### src/rtl/div_unit.sv
// Iterative RV32M divide unit: radix-2 restoring divider for DIV/DIVU/REM/REMU with a one-cycle write-back pulse.
// Optional `DIV_EARLY_OUT_EN skips the iteration phase for divide-by-zero, signed overflow and divisor > dividend.
module div_unit #(
   parameter int unsigned XLEN = 32
) (
   input  logic            clk,
   input  logic            rst,
   input  logic            start,
   input  logic [1:0]      op,
   input  logic [XLEN-1:0] rs1_data,
   input  logic [XLEN-1:0] rs2_data,
   input  logic [4:0]      rd_in,
   output logic            busy,
   output logic            done,
   output logic [4:0]      rd_addr,
   output logic [XLEN-1:0] writ_data,
   output logic            write_reg_enable
);

   typedef enum logic [1:0] {
      S_IDLE,
      S_CALC,
      S_FIX,
      S_DONE
   } state_e;

   localparam logic [XLEN-1:0] MIN_NEG = {1'b1, {(XLEN-1){1'b0}}};

   state_e          state_q, state_d;
   logic [1:0]      op_q, op_d;
   logic [4:0]      rd_q, rd_d;
   logic [XLEN-1:0] quo_q, quo_d;
   logic [XLEN-1:0] rem_q, rem_d;
   logic [XLEN-1:0] dvs_q, dvs_d;
   logic [5:0]      cnt_q, cnt_d;
   logic            qneg_q, qneg_d;
   logic            rneg_q, rneg_d;
   logic            spec_q, spec_d;
   logic [4:0]      rd_addr_q, rd_addr_d;
   logic [XLEN-1:0] wdata_q, wdata_d;

   logic            is_signed, a_neg, b_neg;
   logic            div_zero, sovf, accept, early_out;
   logic [XLEN-1:0] a_mag, b_mag;
   logic [XLEN:0]   rem_sh, trial;
   logic [XLEN-1:0] q_fix, r_fix, result;

   // Issue-time decode of the operands presented on the register-file ports
   always_comb begin
      is_signed = ~op[0];
      a_neg     = is_signed & rs1_data[XLEN-1];
      b_neg     = is_signed & rs2_data[XLEN-1];
      a_mag     = a_neg ? -rs1_data : rs1_data;
      b_mag     = b_neg ? -rs2_data : rs2_data;
      div_zero  = (rs2_data == '0);
      sovf      = is_signed & (rs1_data == MIN_NEG) & (rs2_data == '1);
      accept    = start & ((state_q == S_IDLE) | (state_q == S_DONE));
`ifdef DIV_EARLY_OUT_EN
      early_out = div_zero | sovf | (b_mag > a_mag);
`else
      early_out = 1'b0;
`endif
   end

   always_comb begin
      rem_sh = {rem_q, quo_q[XLEN-1]};
      trial  = rem_sh - {1'b0, dvs_q};
      q_fix  = qneg_q ? -quo_q : quo_q;
      r_fix  = rneg_q ? -rem_q : rem_q;
      result = op_q[1] ? r_fix : q_fix;
   end

   // Special cases preload the final quotient/remainder and freeze them through CALC
   always_comb begin
      op_d      = op_q;
      rd_d      = rd_q;
      quo_d     = quo_q;
      rem_d     = rem_q;
      dvs_d     = dvs_q;
      cnt_d     = cnt_q;
      qneg_d    = qneg_q;
      rneg_d    = rneg_q;
      spec_d    = spec_q;
      rd_addr_d = rd_addr_q;
      wdata_d   = wdata_q;
      case (state_q)
         S_IDLE, S_DONE: begin
            if (accept) begin
               op_d   = op;
               rd_d   = rd_in;
               dvs_d  = b_mag;
               cnt_d  = '0;
               spec_d = div_zero | sovf;
               qneg_d = a_neg ^ b_neg;
               rneg_d = a_neg;
               if (div_zero) begin
                  quo_d  = '1;
                  rem_d  = rs1_data;
                  qneg_d = 1'b0;
                  rneg_d = 1'b0;
               end else if (sovf) begin
                  quo_d  = MIN_NEG;
                  rem_d  = '0;
                  qneg_d = 1'b0;
                  rneg_d = 1'b0;
               end else if (early_out) begin
                  quo_d = '0;
                  rem_d = a_mag;
               end else begin
                  quo_d = a_mag;
                  rem_d = '0;
               end
            end
         end
         S_CALC: begin
            cnt_d = cnt_q + 6'd1;
            if (!spec_q) begin
               quo_d = {quo_q[XLEN-2:0], ~trial[XLEN]};
               rem_d = trial[XLEN] ? rem_sh[XLEN-1:0] : trial[XLEN-1:0];
            end
         end
         S_FIX: begin
            wdata_d   = result;
            rd_addr_d = rd_q;
         end
         default: ;
      endcase
   end

   always_ff @(posedge clk) begin
      if (rst) begin
         state_q <= S_IDLE;
      end else begin
         state_q <= state_d;
      end
   end

   always_comb begin
      state_d = state_q;
      case (state_q)
         S_IDLE:  if (accept) state_d = early_out ? S_FIX : S_CALC;
         S_CALC:  if (cnt_q == 6'd31) state_d = S_FIX;
         S_FIX:   state_d = S_DONE;
         S_DONE:  state_d = accept ? (early_out ? S_FIX : S_CALC) : S_IDLE;
         default: state_d = S_IDLE;
      endcase
   end

   always_comb begin
      busy             = (state_q == S_CALC) | (state_q == S_FIX);
      done             = (state_q == S_DONE);
      rd_addr          = rd_addr_q;
      writ_data        = wdata_q;
      write_reg_enable = done & (rd_addr_q != '0);
   end

   always_ff @(posedge clk) begin
      if (rst) begin
         op_q      <= '0;
         rd_q      <= '0;
         quo_q     <= '0;
         rem_q     <= '0;
         dvs_q     <= '0;
         cnt_q     <= '0;
         qneg_q    <= 1'b0;
         rneg_q    <= 1'b0;
         spec_q    <= 1'b0;
         rd_addr_q <= '0;
         wdata_q   <= '0;
      end else begin
         op_q      <= op_d;
         rd_q      <= rd_d;
         quo_q     <= quo_d;
         rem_q     <= rem_d;
         dvs_q     <= dvs_d;
         cnt_q     <= cnt_d;
         qneg_q    <= qneg_d;
         rneg_q    <= rneg_d;
         spec_q    <= spec_d;
         rd_addr_q <= rd_addr_d;
         wdata_q   <= wdata_d;
      end
   end

endmodule
### config.mk
export PLATFORM = sky130hd
export DESIGN_NAME = div_unit
export DESIGN_NICKNAME = d
export VERILOG_FILES = /design/src/rtl/div_unit.sv
export SDC_FILE = /design/constraint.sdc
export NUM_CORES = 1
export LEC_CHECK = 0
export CORE_MARGIN = 1
export CORE_UTILIZATION = 50
export CTS_BUF_LIST = sky130_fd_sc_hd__clkbuf_8
export DETAILED_ROUTE_END_ITERATION = 10
export PLACE_DENSITY_LB_ADDON = 0.1
export RECOVER_POWER = 100
export SYNTH_ARGS = -nofsm -noshare
export SYNTH_HDL_FRONTEND = slang
export SYNTH_SLANG_ARGS = --single-unit
### constraint.sdc
create_clock -name clk -period 3.94 [get_ports clk]
set_input_delay 0.788 -clock clk [delete_from_list [all_inputs] [get_ports clk]]
set_output_delay 0.788 -clock clk [all_outputs]
set_load 0.005 [all_outputs]
== Word-level counts from Yosys, hierarchy flattened ==
Index checks and enable logic that the tools add are counted.
Widths: inputs -> output; s select.

* Eq/ne operators: 10
* Muxes and demuxes: 25
* Reductions and logical operators: 9
* Add/sub/neg operators: 6
* Bitwise operators: 12

{| class="wikitable"
|+ Operator list
! kind !! count
|-
| $mux 32 || 13
|-
| $neg 32->32 || 4
|-
| $pmux 32 s2 || 2
|-
| $eq 32x32->1 const B || 2
|-
| $sub 33x32->33 || 1
|-
| $logic_not 32->1 || 1
|-
| $pmux 6 s2 || 1
|-
| $ne 2x2->1 const B || 4
|-
| $pmux 2 s4 || 1
|-
| $add 6x1->6 const B || 1
|-
| $and 1x1->1 || 6
|-
| $eq 6x5->1 const B || 1
|-
| $mux 6 || 1
|-
| $reduce_and 2->1 || 3
|-
| $mux 1 || 5
|-
| $reduce_bool 5->1 || 1
|-
| $eq 2x2->1 const B || 2
|-
| $mux 2 || 2
|-
| $or 1x1->1 || 3
|-
| $reduce_and 3->1 || 1
|-
| $eq 2x1->1 const B || 1
|-
| $logic_not 2->1 || 1
|-
| $not 1->1 || 2
|-
| $reduce_bool 2->1 || 1
|-
| other kinds (2) || 2
|}

* Input port bits: 74
* Word-level logic and storage cells: 74
* Register bits after elaboration: 151

== Longest topological paths before layout ==
Gate-level depths: netlist (run 1).

* Depth after elaboration: 7
* Mapped depth: 14
* Gate-level depth less buffers: 12

== Worst setup path before layout (run 1) ==
No wires, ideal clock.

* Path kind: input to register
* Start: input rs2_data[2]
* End: register rem_q[14]
* Cell stages on the path: 11
* Required time: 3860 ps
* Slack: 652 ps
* Arrival: 3208 ps
* Setup time: 80 ps
* Cells stage by stage: or4_4 or4_4 nor4b_4 nand3_2 nor4_4 and2_4 buf_12 buf_12 nand2_1 o311a_1 a211oi_2

* Longest elaborated chain between the ends: 4

{| class="wikitable"
|+ Ends and longest elaborated chain
! what !! RTL line !! source
|-
| from (decl) || 11 || <nowiki>input logic [XLEN-1:0] rs2_data,</nowiki>
|-
| $logic_not 32->1 || 55 || <nowiki>div_zero = (rs2_data == '0);</nowiki>
|-
| $mux 32 || 96 || <nowiki>if (div_zero) begin</nowiki>
|-
| $mux 32 || 88 || <nowiki>if (accept) begin</nowiki>
|-
| $pmux 32 s2 || 86 || <nowiki>case (state_q)</nowiki>
|-
| to (signal assigned) || 174 || <nowiki>rem_q <= rem_d;</nowiki>
|-
| to (decl) || 33 || <nowiki>logic [XLEN-1:0] rem_q, rem_d;</nowiki>
|}

Every way passes these cells. The select of a mux whose other input is x is not followed.
A chain may end at the register's enable or synchronous reset.

== Final worst setup path (run 1) ==
* Start: input rs2_data[4]
* End: register rem_q[25]

The elaborated chain is that of the path after synthesis.

==> results of run 1 <==
## through the flow
stage	cell area [µm²]	hold slack (ps)	power (mW)
after floorplan	11200	432	6.88
after global placement	12900	441	8.72
after detailed placement	12900	447	8.77
after CTS	13200	459	9.96
after global routing	13100	468	10.7
final	13100	457	9.96
## synthesized netlist by cell type (all sizes together) (4+ instances only)
library cell and n:
a211o 5, a211oi 52, a21o 8, a21oi 148, a221oi 15, a22oi 5
a311oi 8, a31oi 8, and2 7, buf 11, clkbuf 87, dfxtp 150
ha 42, inv 61, mux2 5, mux2i 26, nand2 145, nand2b 28
nand3 37, nand4 21, nor2 151, nor2b 12, nor3 31, nor4 17
nor4b 4, o211ai 19, o21a 5, o21ai 105, o21bai 4, o22ai 5
o311a 16, o31ai 30, o41ai 18, or3 18, or4 13, xnor2 67
xor2 78
## logic make-up (layout without fill, tap and decap cells)
family | Yosys count | count (layout) | synth area share (%)
buffers and inverters | 159 | 275 | 5.83
flip-flops | 150 | 150 | 26.8
AND/OR/NAND/NOR | 492 | 492 | 20.9
XOR/XNOR | 145 | 145 | 11.3
adder cells (fa/ha/maj) | 43 | 43 | 4.86
multiplexers | 31 | 31 | 2.82
AO/OA/AOI/OAI | 472 | 472 | 27.5
## final timing paths
kind | slack (ps) | depth (start not counted) | start | to
worst max register to register | 320 | 12 | rem_q[0] | rem_q[16]
worst min-delay path | 460 | 2 | dvs_q[26] | dvs_q[26]
worst min register to register | 460 | 2 | dvs_q[26] | dvs_q[26]
worst max-delay path | 280 | 10 | rs2_data[4] | rem_q[25]
## final cells by class
| type | instances | area (µm²) | share of cell area (%) |
|---|---|---|---|
| clock buffers | 17 | 234 | 1.78 |
| clock inverters | 15 | 134 | 1.02 |
| inverters | 61 | 229 | 1.74 |
| multi-input cells | 1183 | 7540 | 57.4 |
| flip-flops and latches | 150 | 3000 | 22.9 |
| well taps | 280 | 350 | 2.67 |
| repair buffers | 182 | 1650 | 12.6 |
## per-layer routing
metal,global-route usage [%],routed length [µm]
met1,41.1,15900
met2,45.7,15000
met3,3.76,1970
met4,13.1,1330
met5,0,0
## cells in the final DEF (no fill, tap or decap), types with 5 or more instances in the layout
master | synthesis | layout
mux2_2 | 5 | 5
a21oi_1 | 148 | 147
o311a_1 | 16 | 16
or3_1 | 15 | 15
clkbuf_8 | 0 | 17
nor3_1 | 30 | 31
nand4_1 | 21 | 21
a211oi_1 | 41 | 49
o31ai_1 | 30 | 30
o21ai_0 | 103 | 104
o211ai_1 | 19 | 19
or4_1 | 11 | 12
nor4_1 | 16 | 14
dlygate4sd3_1 | 0 | 41
nor2_1 | 151 | 151
and2_1 | 6 | 5
a221oi_1 | 13 | 14
clkbuf_1 | 85 | 8
a21o_1 | 8 | 8
inv_1 | 61 | 61
clkdlybuf4s50_1 | 0 | 71
a211o_1 | 5 | 5
a22oi_1 | 5 | 5
inv_6 | 0 | 5
nand3_1 | 36 | 37
o22ai_1 | 5 | 5
ha_1 | 42 | 42
nor2b_1 | 12 | 11
nand2b_1 | 28 | 28
mux2i_1 | 26 | 26
nand2_1 | 144 | 143
o21a_1 | 5 | 5
xnor2_1 | 67 | 67
a31oi_1 | 8 | 8
dfxtp_1 | 150 | 149
a311oi_1 | 8 | 8
o41ai_1 | 18 | 18
buf_4 | 0 | 57
xor2_1 | 78 | 78
## state kept, by name (all words and copies together), names as in the netlist
signal / flops
op_q: 1
writ_data: 32
state_q: 2
spec_q: 1
rem_q: 32
rd_q: 5
rd_addr: 5
qneg_q: 1
quo_q: 32
rneg_q: 1
dvs_q: 32
cnt_q: 6
## worst max-delay path: stages
cell and delay [ps]:
dlygate4sd3_1 590, or4_1 550, or4_4 480, nor3_1 210, nand4_1 190, nor4_2 360, buf_4 260, and2_0 260
a221oi_1 130, nor3_1 220
## power by group through the flow
stage | sequential [mW] | clock, mW | combinational [mW]
floorplan | 2.23 | 0 | 4.65
global placement | 2.33 | 0 | 6.39
detailed placement | 2.33 | 0 | 6.44
CTS | 2.30 | 1.20 | 6.47
global route | 2.36 | 1.26 | 7.10
finish | 2.31 | 1.18 | 6.46
==> metrics.yaml, run 1 <==
floorplanning:
  rows: 54
  coreArea_mm2: 0.0219
  die-area_mm2: 0.0230
  dieWidth_um: 152
  ioPinCount: 114
  dieHeight_um: 152
  start_util_pct: 51.3
yosys:
  yosysTopAreaCellShare_pct: 26.8
  synth_area_mm2: 0.0112
  synth-edff-count: 0
  async_reset_ff_share_pct: 0
  ys_types: 69
  synth.area.top_cells: "dfxtp_1 (27%), a21oi_1 (6.6%), xor2_1 (6.1%)"
  yosysWarnings: 0
  synth_ff_type: "dfxtp_1"
  avgSynthCellArea_um2: 7.52
  syn_inst: 1492
  ys_ff_latch: 150
  yosysTopAreaCell: "dfxtp_1"
  synth_nets: 1609
  ys_seq_area_share_pct: 26.8
timing:
  fin_tns_setup_ps: 0
  slew_headroom_pct: -0.331
  hold_viol_final: 0
  rsz0062_at_grt: "false"
  setup_violations: 0
  report.final.slew_viol_count: 31
  tightest_slew_ps: 1500
  finClkSkew_ps: 17.7
  max_freq_mhz: 273
  fin_ws_ps: 275
  fin_crit_sh_pct: 93.0
  min_period_ps: 3660
detailed_routing:
  drt-initial-drc-count: 916
  ant_nets: 0
  drt-pass1-iter-count: 5
  num_vias: 11200
  wl_per_cell_um: 18.2
  wirelength_mm: 34.3
  viasPerCell: 5.95
  drc: 0
placement:
  place_inst: 1856
  io_buffers: 113
  place.gp.congestion: 0.932
  preCtsSetupSlack_ps: 31.6
  dp_hpwl_mm: 26.1
pwr:
  netSwitchingPower_mw: 5.04
  p_per_area_mw_per_mm2: 758
  seq_power_share_pct: 23.2
  swShare_pct: 50.6
  clkPwrFrac_pct: 11.9
  pwr-share-comb_pct: 64.9
  peakVddDrop_uv: 408
  p_leak_nw: 4.84
  internal_power_mw: 4.92
grt:
  grtUsageTotal_pct: 29.6
  grt_max_degree: 100
  grt_pass1_vias: 10200
  grt_first_pass_wirelength_mm: 55.3
  overflow: 0
  antenna_found_initial: 0
setup_path:
  critPathKind: "in -> reg"
  arrival_ps: 4050
  end_kind: "register"
  path_max_fanout: 10
  crit_required_ps: 4330
  cp-start-kind: "input pin"
final_layout:
  final_layout_size_suffix_gt1_share_pct: 7.59
  insertedDiodeCount: 0
  fin_cells: 1888
  areaGrowthSynthToFinish_pct: 17.1
  finish.utilization_pct: 60.0
  nFillCells: 2123
  nets: 1712
clock_network:
  insertion_delay_ps: 470
  post_cts_buffers: 0
  ctsResizeCount: 0
  clk_path_buf_depth: 2
  ctsHtreeMaxLevel: 4
  path_clk_slew_ps: 100
  clock-sinks: 150
  cts_tree: "done"
  cts_buffers: 17
  holdBufCountCts: 0
  cts_root_buf: "clkbuf_8"
outcome:
  status: "finished, violations left"
  violations: "max-capacitance violations, max-slew violations"
hold_path:
  hold_path_class: "reg -> reg"
run:
  max_cap_viol_count: 1
Power figures use the tool's default switching activity.
==> run 2, diff against run 1 <==
--- a/config.mk
+++ b/config.mk
@@ -5,10 +5,12 @@
 export SDC_FILE = /design/constraint.sdc
 export NUM_CORES = 1
 export LEC_CHECK = 0
+export CORE_ASPECT_RATIO = 1.5
 export CORE_MARGIN = 1
 export CORE_UTILIZATION = 50
 export CTS_BUF_LIST = sky130_fd_sc_hd__clkbuf_8
 export DETAILED_ROUTE_END_ITERATION = 10
+export GPL_ROUTABILITY_DRIVEN = 0
 export PLACE_DENSITY_LB_ADDON = 0.1
 export RECOVER_POWER = 100
 export SYNTH_ARGS = -nofsm -noshare
==> metrics.yaml, run 2 (synthesis gave the netlist of run 1 again) <==
hold_path:
  hold_path_class: "reg -> reg"
  hold_depth: 2
  min_to: "dvs_q[31]"
  worstHoldStart: "dvs_q[31]"
floorplanning:
  coreArea_mm2: 0.0219
  die-area_mm2: 0.0231
  dieHeight_um: 185
  rows: 66
  start_util_pct: 51.3
  ioPinCount: 114
  dieWidth_um: 124
timing:
  fin_ws_ps: 170
  min_period_ps: 3770
  hold_viol_final: 0
  fin_crit_sh_pct: 95.7
  report.final.slew_viol_count: 0
  whs_ps: 455
  tightest_slew_ps: 1270
  fin_tns_setup_ps: 0
  rsz0062_at_grt: "false"
  slew_headroom_pct: 15.5
  max_freq_mhz: 265
  finClkSkew_ps: 9.14
  setup_violations: 0
setup_path:
  critPathKind: "in -> reg"
  r2r_cells: 9
  cp-start-kind: "input pin"
  ff2ff_setup_slack_ps: 350
  arrival_ps: 4160
  r2r-end: "writ_data[31]"
  crit_required_ps: 4340
  r2r_start: "rem_q[2]"
  end_kind: "register"
  path_max_fanout: 20
pwr:
  p_leak_nw: 4.83
  internal_power_mw: 5.12
  netSwitchingPower_mw: 4.87
  p_per_area_mw_per_mm2: 760
  swShare_pct: 48.7
  clkPwrFrac_pct: 13.4
  peakVddDrop_uv: 397
  pwr-share-comb_pct: 62.9
  seq_power_share_pct: 23.7
  total_power_mw: 9.99
clock_network:
  cts_tree: "done"
  cts_buffers: 17
  clock-sinks: 150
  ctsResizeCount: 0
  ctsHtreeMaxLevel: 4
  post_cts_buffers: 0
  insertion_delay_ps: 480
  holdBufCountCts: 0
  clk_path_buf_depth: 2
  cts_root_buf: "clkbuf_8"
  path_clk_slew_ps: 90
placement:
  preCtsSetupSlack_ps: 63.2
  dp_hpwl_mm: 25.3
  io_buffers: 113
grt:
  antenna_found_initial: 0
  overflow: 0
  grt_pass1_vias: 10500
  grt_max_degree: 113
  grtUsageTotal_pct: 28.6
  grt_first_pass_wirelength_mm: 53.2
final_layout:
  final_cell_mix: "nor2_1 (151), dfxtp_1 (149), a21oi_1 (147)"
  insertedDiodeCount: 0
  final_layout_size_suffix_gt1_share_pct: 7.18
  layout_commonest_cell: "nor2_1"
  areaGrowthSynthToFinish_pct: 17.2
  nets: 1706
detailed_routing:
  wirelength_mm: 33.0
  wl_per_cell_um: 17.6
  num_vias: 11200
  viasPerCell: 5.98
  ant_nets: 0
  drt-initial-drc-count: 690
  drc: 0
  drt-pass1-iter-count: 7
run:
  max_cap_viol_count: 0
outcome:
  status: "finished clean"
## run 2: changes by cell type in the layout (fill, tap and decap cells not counted), sizes merged
cell,change
clkdlybuf4s50,+1
clkinvlp,+1
dlygate4sd3,-1
clkinv,-1
inv,-4
clkbuf,-2
buf,-4
bufinv,+4
## run 2: metrics by stage
stage / instances / area, µm² / utilization [%]
floorplan: 1492 / 11200 / -
global placement: 1842 / 12800 / 58.6
detailed placement: 1842 / 12800 / 58.6
CTS: 1874 / 13300 / 60.6
global route: 1874 / 13200 / 60.1
finish: 1874 / 13200 / 60.1
## run 2: area by class of cell
class / count / area [µm²]
Inverter: 61 / 229
Clock inverter: 15 / 203
Timing Repair Buffer: 176 / 1620
Multi-Input combinational cell: 1183 / 7520
Tap cell: 272 / 340
Clock buffer: 17 / 234
Fill cell: 2121 / 8730
Sequential cell: 150 / 3000
## run 2: worst max-delay path by stage
stage | slack [ps] | startpoint | cells after the start | end
3_3_place_gp | 140 | rs1_data[8] | 9 | quo_q[26]
5_1_grt | 60 | rs2_data[2] | 11 | rem_q[21]
6_report | 170 | rs2_data[2] | 11 | rem_q[11]
3_5_place_dp | 60 | rs2_data[2] | 11 | rem_q[7]
2_1_floorplan | 650 | rs2_data[2] | 11 | rem_q[14]
4_1_cts | 410 | quo_q[31] | 13 | rem_q[30]
## run 2: worst max-delay path: stages
cell	delay [ps]
clkdlybuf4s50_1	440
or4_1	590
or4_1	510
nor4b_1	560
nand3_2	160
nor4_4	300
and2_4	230
buf_12	150
nand2_1	70
o311a_1	120
a211oi_1	250
## run 2: power by group through the flow
stage	clock, mW	combinational, mW	sequential (mW)
final	1.34	6.28	2.37
after global placement	0	6.21	2.38
after global routing	1.42	6.95	2.42
after CTS	1.35	6.31	2.35
after floorplan	0	4.65	2.23
after detailed placement	0	6.27	2.39
## run 2: metal layers
layer  routed length, µm  part of all wire [%]  vias up  track usage, %
li1                    -                     -     5603               -
met4                1380                   4.2        0            15.2
met1               13900                    42     5213            32.7
met5                   0                     0        -               0
met3                1150                   3.5       81            3.74
met2               16500                    50      314            51.9
